<file path="src/rtl/vga_scan_pkg.sv">
// Shared 640x480@60 Hz raster timing, colour defaults and sync-bundle type
// for the VGA scan generator.
package vga_scan_pkg;

   localparam int H_ACTIVE_DEF = 640;
   localparam int H_FP_DEF     = 16;
   localparam int H_SYNC_DEF   = 96;
   localparam int H_BP_DEF     = 48;
   localparam int V_ACTIVE_DEF = 480;
   localparam int V_FP_DEF     = 10;
   localparam int V_SYNC_DEF   = 2;
   localparam int V_BP_DEF     = 33;

   localparam int H_TOTAL_DEF  = H_ACTIVE_DEF + H_FP_DEF + H_SYNC_DEF + H_BP_DEF;
   localparam int V_TOTAL_DEF  = V_ACTIVE_DEF + V_FP_DEF + V_SYNC_DEF + V_BP_DEF;

   localparam logic [11:0] FG_RGB_DEF = 12'hFFF;
   localparam logic [11:0] BG_RGB_DEF = 12'h000;

   // Bit order used on the delay pipe: {active, hs, vs}
   typedef struct packed {
      logic active;
      logic hs;
      logic vs;
   } sync_t;

   function automatic logic in_window(input logic [11:0] cnt, input int lo, input int width);
      return (cnt >= 12'(lo)) && (cnt < 12'(lo + width));
   endfunction

endpackage

</file>
<file path="src/rtl/vga_scan_sync_delay.sv">
// Parameterised-depth shift register for the {active, hs, vs} bundle so that
// blanking and sync line up with the renderer's pixel; depth 0 is a wire.
module sync_delay #(
   parameter int         DEPTH   = 1,
   parameter logic [2:0] RST_VAL = 3'b000
) (
   input  logic       i_clk,
   input  logic       i_rst,
   input  logic [2:0] i_d,
   output logic [2:0] o_q
);

   generate
      if (DEPTH == 0) begin : g_pass
         logic w_unused;
         assign w_unused = i_clk ^ i_rst;
         assign o_q      = i_d;
      end else begin : g_pipe
         logic [2:0] r_pipe [DEPTH];

         always_ff @(posedge i_clk) begin
            if (i_rst) begin
               for (int i = 0; i < DEPTH; i++) r_pipe[i] <= RST_VAL;
            end else begin
               r_pipe[0] <= i_d;
               for (int i = 1; i < DEPTH; i++) r_pipe[i] <= r_pipe[i-1];
            end
         end

         assign o_q = r_pipe[DEPTH-1];
      end
   endgenerate

endmodule

</file>
<file path="src/rtl/vga_scan.sv">
// VGA raster timing generator and output stage: scans the raster, hands the
// coordinate to the renderer and drives aligned RGB/sync plus a frame tick.
module vga_scan
   import vga_scan_pkg::*;
#(
   parameter int          H_ACTIVE      = H_ACTIVE_DEF,
   parameter int          H_FP          = H_FP_DEF,
   parameter int          H_SYNC        = H_SYNC_DEF,
   parameter int          H_BP          = H_BP_DEF,
   parameter int          V_ACTIVE      = V_ACTIVE_DEF,
   parameter int          V_FP          = V_FP_DEF,
   parameter int          V_SYNC        = V_SYNC_DEF,
   parameter int          V_BP          = V_BP_DEF,
   parameter logic        SYNC_ACTIVE   = 1'b0,
   parameter int          PIXEL_LATENCY = 1,
   parameter logic [11:0] FG_RGB        = FG_RGB_DEF,
   parameter logic [11:0] BG_RGB        = BG_RGB_DEF
) (
   input  logic        pixel_clk,
   input  logic        rst,
   input  logic        pixel,
   output logic [11:0] vga_x,
   output logic [11:0] vga_y,
   output logic [11:0] vga_rgb,
   output logic        vga_hs,
   output logic        vga_vs,
   output logic        frame_tick
);

   localparam int H_TOTAL = H_ACTIVE + H_FP + H_SYNC + H_BP;
   localparam int V_TOTAL = V_ACTIVE + V_FP + V_SYNC + V_BP;
   localparam logic SYNC_IDLE = ~SYNC_ACTIVE;

   logic [11:0] r_h_cnt;
   logic [11:0] r_v_cnt;
   sync_t       w_sync_p0;
   sync_t       w_sync_p1;

   // Stage 0: raster counters
   always_ff @(posedge pixel_clk) begin
      if (rst) begin
         r_h_cnt <= '0;
         r_v_cnt <= '0;
      end else if (r_h_cnt == 12'(H_TOTAL - 1)) begin
         r_h_cnt <= '0;
         r_v_cnt <= (r_v_cnt == 12'(V_TOTAL - 1)) ? '0 : r_v_cnt + 12'd1;
      end else begin
         r_h_cnt <= r_h_cnt + 12'd1;
      end
   end

   assign vga_x = r_h_cnt;
   assign vga_y = r_v_cnt;

   assign w_sync_p0.active = (r_h_cnt < 12'(H_ACTIVE)) && (r_v_cnt < 12'(V_ACTIVE));
   assign w_sync_p0.hs     = in_window(r_h_cnt, H_ACTIVE + H_FP, H_SYNC) ? SYNC_ACTIVE : SYNC_IDLE;
   assign w_sync_p0.vs     = in_window(r_v_cnt, V_ACTIVE + V_FP, V_SYNC) ? SYNC_ACTIVE : SYNC_IDLE;

   // Stage 1: delay blanking/sync by the renderer latency
   sync_delay #(
      .DEPTH   (PIXEL_LATENCY),
      .RST_VAL ({1'b0, SYNC_IDLE, SYNC_IDLE})
   ) u_sync_delay (
      .i_clk (pixel_clk),
      .i_rst (rst),
      .i_d   (w_sync_p0),
      .o_q   (w_sync_p1)
   );

   // Stage 2: output registers, pixel and delayed sync sampled together
   always_ff @(posedge pixel_clk) begin
      if (rst) begin
         vga_rgb    <= '0;
         vga_hs     <= SYNC_IDLE;
         vga_vs     <= SYNC_IDLE;
         frame_tick <= 1'b0;
      end else begin
         vga_rgb    <= w_sync_p1.active ? (pixel ? FG_RGB : BG_RGB) : 12'h000;
         vga_hs     <= w_sync_p1.hs;
         vga_vs     <= w_sync_p1.vs;
         frame_tick <= (r_h_cnt == '0) && (r_v_cnt == 12'(V_ACTIVE));
      end
   end

endmodule

</file>
<file path="config.mk">
export PLATFORM = sky130hd
export DESIGN_NAME = vga_scan
export DESIGN_NICKNAME = d
export VERILOG_FILES = /design/src/rtl/vga_scan_pkg.sv /design/src/rtl/vga_scan_sync_delay.sv /design/src/rtl/vga_scan.sv
export SDC_FILE = /design/constraint.sdc
export NUM_CORES = 1
export LEC_CHECK = 0
export CORE_AREA = 2 2 91 67
export CTS_BUF_LIST = sky130_fd_sc_hd__clkbuf_8
export DETAILED_ROUTE_END_ITERATION = 12
export DIE_AREA = 0 0 93 69
export HOLD_SLACK_MARGIN = 0.1
export PLACE_DENSITY = 0.55
export SYNTH_ARGS = -nofsm -noshare
export SYNTH_HDL_FRONTEND = slang
export SYNTH_SLANG_ARGS = --single-unit
</file>
<file path="constraint.sdc">
create_clock -name pixel_clk -period 4.3 [get_ports pixel_clk]
set_input_delay 1.075 -clock pixel_clk [delete_from_list [all_inputs] [get_ports pixel_clk]]
set_output_delay 1.075 -clock pixel_clk [all_outputs]
set_load 0.1 [all_outputs]
</file>
==> impl_results.md <==
* Post-synthesis net count at 191
* Synthesized cell area at 0.00160 sq mm
* GR Overflow Total at 0
* Cell count after synthesis at 184
* Setup TNS at 0 ns
* Die Y at 69 um
* Clock Tree Buf Depth at 2
* Number of cells on the worst reg-to-reg path at 6
* Hold crit path type: flip-flop to flip-flop
* CTS H-tree lvls at 2
* DRC Markers at 0
* Worst path slowest cell: clkdlybuf4s50_1
* CTS Buf Count at 5
* Synthesized area per cell at 8.71 sq um
* First-pass GRT wire length at 6310 um
* Headroom to the max-slew limit at 34.6%
* Nets at 223
* Global Route Usage Sum at 12.6%
* M2 GR Usage at 16.8%
* Hpwl dp at 2770 um
* Post-synth top cells: dfxtp_1 (31), nor2_1 (22), nand3_1 (13)
* Pwr Total at 652 uW
* Unrepaired setup endpoints after global routing: false
* Worst path depth at 1
* Crit path cell chain: clkdlybuf4s50_1
* Cell family with most CP delay: buffers and inverters
* Count leader, synth: dfxtp_1
* Max Slew Vio Count at 0
* Total die area at 0.00642 sq mm
* Max-Cap Viols at 0
* Via count at 1398
* Yosys reg bits at 31
* Antenna cells at 0
* Max VDD drop at 0.000146 V
* CP Data Arrival Time at 2.06 ns
* Crit-path max FO at 10
* Global-route met3 utilization at 3.61%
* Crit. End Element: primary output
* Core ar. at 0.00553 sq mm
* Critical setup path kind: flip-flop to primary output
* Crit path buf inv count at 1
* Root buf cell: clkbuf_8
* Fin crit share at 72.8%
* Reg clk slew, reported paths at 0.06 ns
* Layout Skew at 0.00165 ns
* Resized cells post-CTS at 0
* Largest net degree at the start of global routing at 13
* Cts hold-fix bufs at 0
* Top cell type's share of synthesized area at 38.7%
* Setup bufs post-CTS at 0
* Num rows at 23
* Post-synth cell types at 39
* Global routing's busiest layer: met1
* Hold depth at 1
* CTS Sinks at 31
* Slowest cell delay on critical path at 1.21 ns
* Initial Utilization at 29.0%
* Avg Vias per Cell at 4.79
* Synth Warn # at 0
* Status: finished clean
* Vias in the first global route at 1240
* Final GP Congestion at 0.770
* Footprint of the multi-input gates at 808 sq um
* FFs w/ async S/R, synth at 0%
* Die W at 93 um
* Register area at 621 sq um
* First drt pass iteration count at 4
* Min cycle time layout at 3.13 ns
* CTS tree: done
* Initial antenna violation count at 0
* Slew of the pin with the lowest slew margin at 0.978 ns
* I/O Buffers at 41
* IO Count at 42
* Achievable Freq at 0.319 GHz
* Final setup fails at 0
* Clk_lat worst skew at 0.28 ns
* Sequential area share after synthesis at 38.7%
* Worst endpoint required time at 3.22 ns
* Leak at 0.680 nW
* Pwr/cell area at 314 mW/mm^2
* Final Hold Viols at 0
* Main synth FF type: dfxtp_1
* Starting DRT DRC Count at 88
* Routed length per placed instance at 12.9 um
* FILL cells at 599
* Area leader, netlist: dfxtp_1
* Drt total wl at 3760 um
* Startpoint types: flip-flop
* Area grow syn2layout at 29.7%
* Main area contributors after synthesis: dfxtp_1 (39%), buf_4 (5.2%), nor2_1 (5.2%)
* Layout cells sized above 1 at 7.83%
* Post-synth EDFFs at 0
* Global routing usage on met1 at 18.9%
* Final ANT Viol Nets at 0
## final cells by class
class                      instances  share of cell area, %
clock inverter                     1                  0.181
inverter                          10                   1.81
clock buffer                       7                   4.64
timing repair buffer              42                   20.1
sequential                        31                   29.9
tap                               75                   4.52
multi-input combinational        126                   38.9
## power breakdown
part,internal [mW],total [mW],leakage (nW),switching [mW]
clock network,0.144,0.250,0.0557,0.106
logic,0.0234,0.101,0.374,0.0776
registers,0.292,0.302,0.251,0.00944
## placed cells by master, fill, tap and decap left out, types with 3 or more instances in the layout
| cell type | count |
|---|---|
| dfxtp_1 | 31 |
| o21ai_0 | 6 |
| clkdlybuf4s50_1 | 41 |
| nor3_1 | 6 |
| and4_1 | 5 |
| xnor2_1 | 9 |
| or3_1 | 4 |
| clkbuf_8 | 7 |
| or2_2 | 3 |
| nor2_1 | 22 |
| nand3_1 | 13 |
| nand2_1 | 10 |
| inv_1 | 11 |
| a21oi_1 | 10 |
| ha_1 | 4 |
| nand4_1 | 7 |
| nor4_1 | 3 |
## state kept, by name, summed over array words and instances (netlist names)
| register | count |
|---|---|
| vga_x | 12 |
| vga_y | 12 |
| u_sync_delay.g_pipe.r_pipe | 3 |
| frame_tick | 1 |
| vga_hs | 1 |
| vga_rgb | 1 |
| vga_vs | 1 |
## stage by stage
step	area, sq um	hold slack [ns]	setup slack, ns	utilization (%)	instances
floorplan	1600	0.389	1.69	-	184
global placement	1980	0.394	1.50	35.8	284
detailed placement	1980	0.396	1.47	35.8	284
CTS	2080	0.411	1.14	37.6	292
global route	2080	0.436	1.10	37.6	292
finish	2080	0.407	1.17	37.6	292
## path summary, 6_finish.rpt
kind                                                  startpoint        to  slack, ns
worst max-delay path                                    vga_x[5]  vga_x[5]       1.17
worst min-delay path            u_sync_delay.g_pipe.r_pipe[0][1]    vga_hs       0.41
worst max register to register                          vga_y[0]  vga_y[7]       2.04
worst min register to register  u_sync_delay.g_pipe.r_pipe[0][1]    vga_hs       0.41
## worst register-to-register path, cell delays in order, from the launching register on
cell and delay (ns):
dfxtp_1 0.39, inv_1 0.11, ha_1 0.18, nor4b_1 0.34, nand4b_1 0.38, o21bai_1 0.54
o21ba_2 0.23
## cell families after synthesis
group                      Yosys count  synth area share [%]
AOI/OAI and AO/OA                   22                  7.96
buffers and inverters               27                  10.9
xor gates and xnor gates            11                  6.01
and+or+nand+nor                     89                  33.3
DFF                                 31                  38.7
adders and majority gates            4                  3.12
## per-layer routing
layer	vias to the layer above	share of wire (%)
met4	0	1.4
li1	703	-
met2	43	40
met1	647	52
met5	-	0
met3	5	6.3
(Power assumes the default switching activity.)
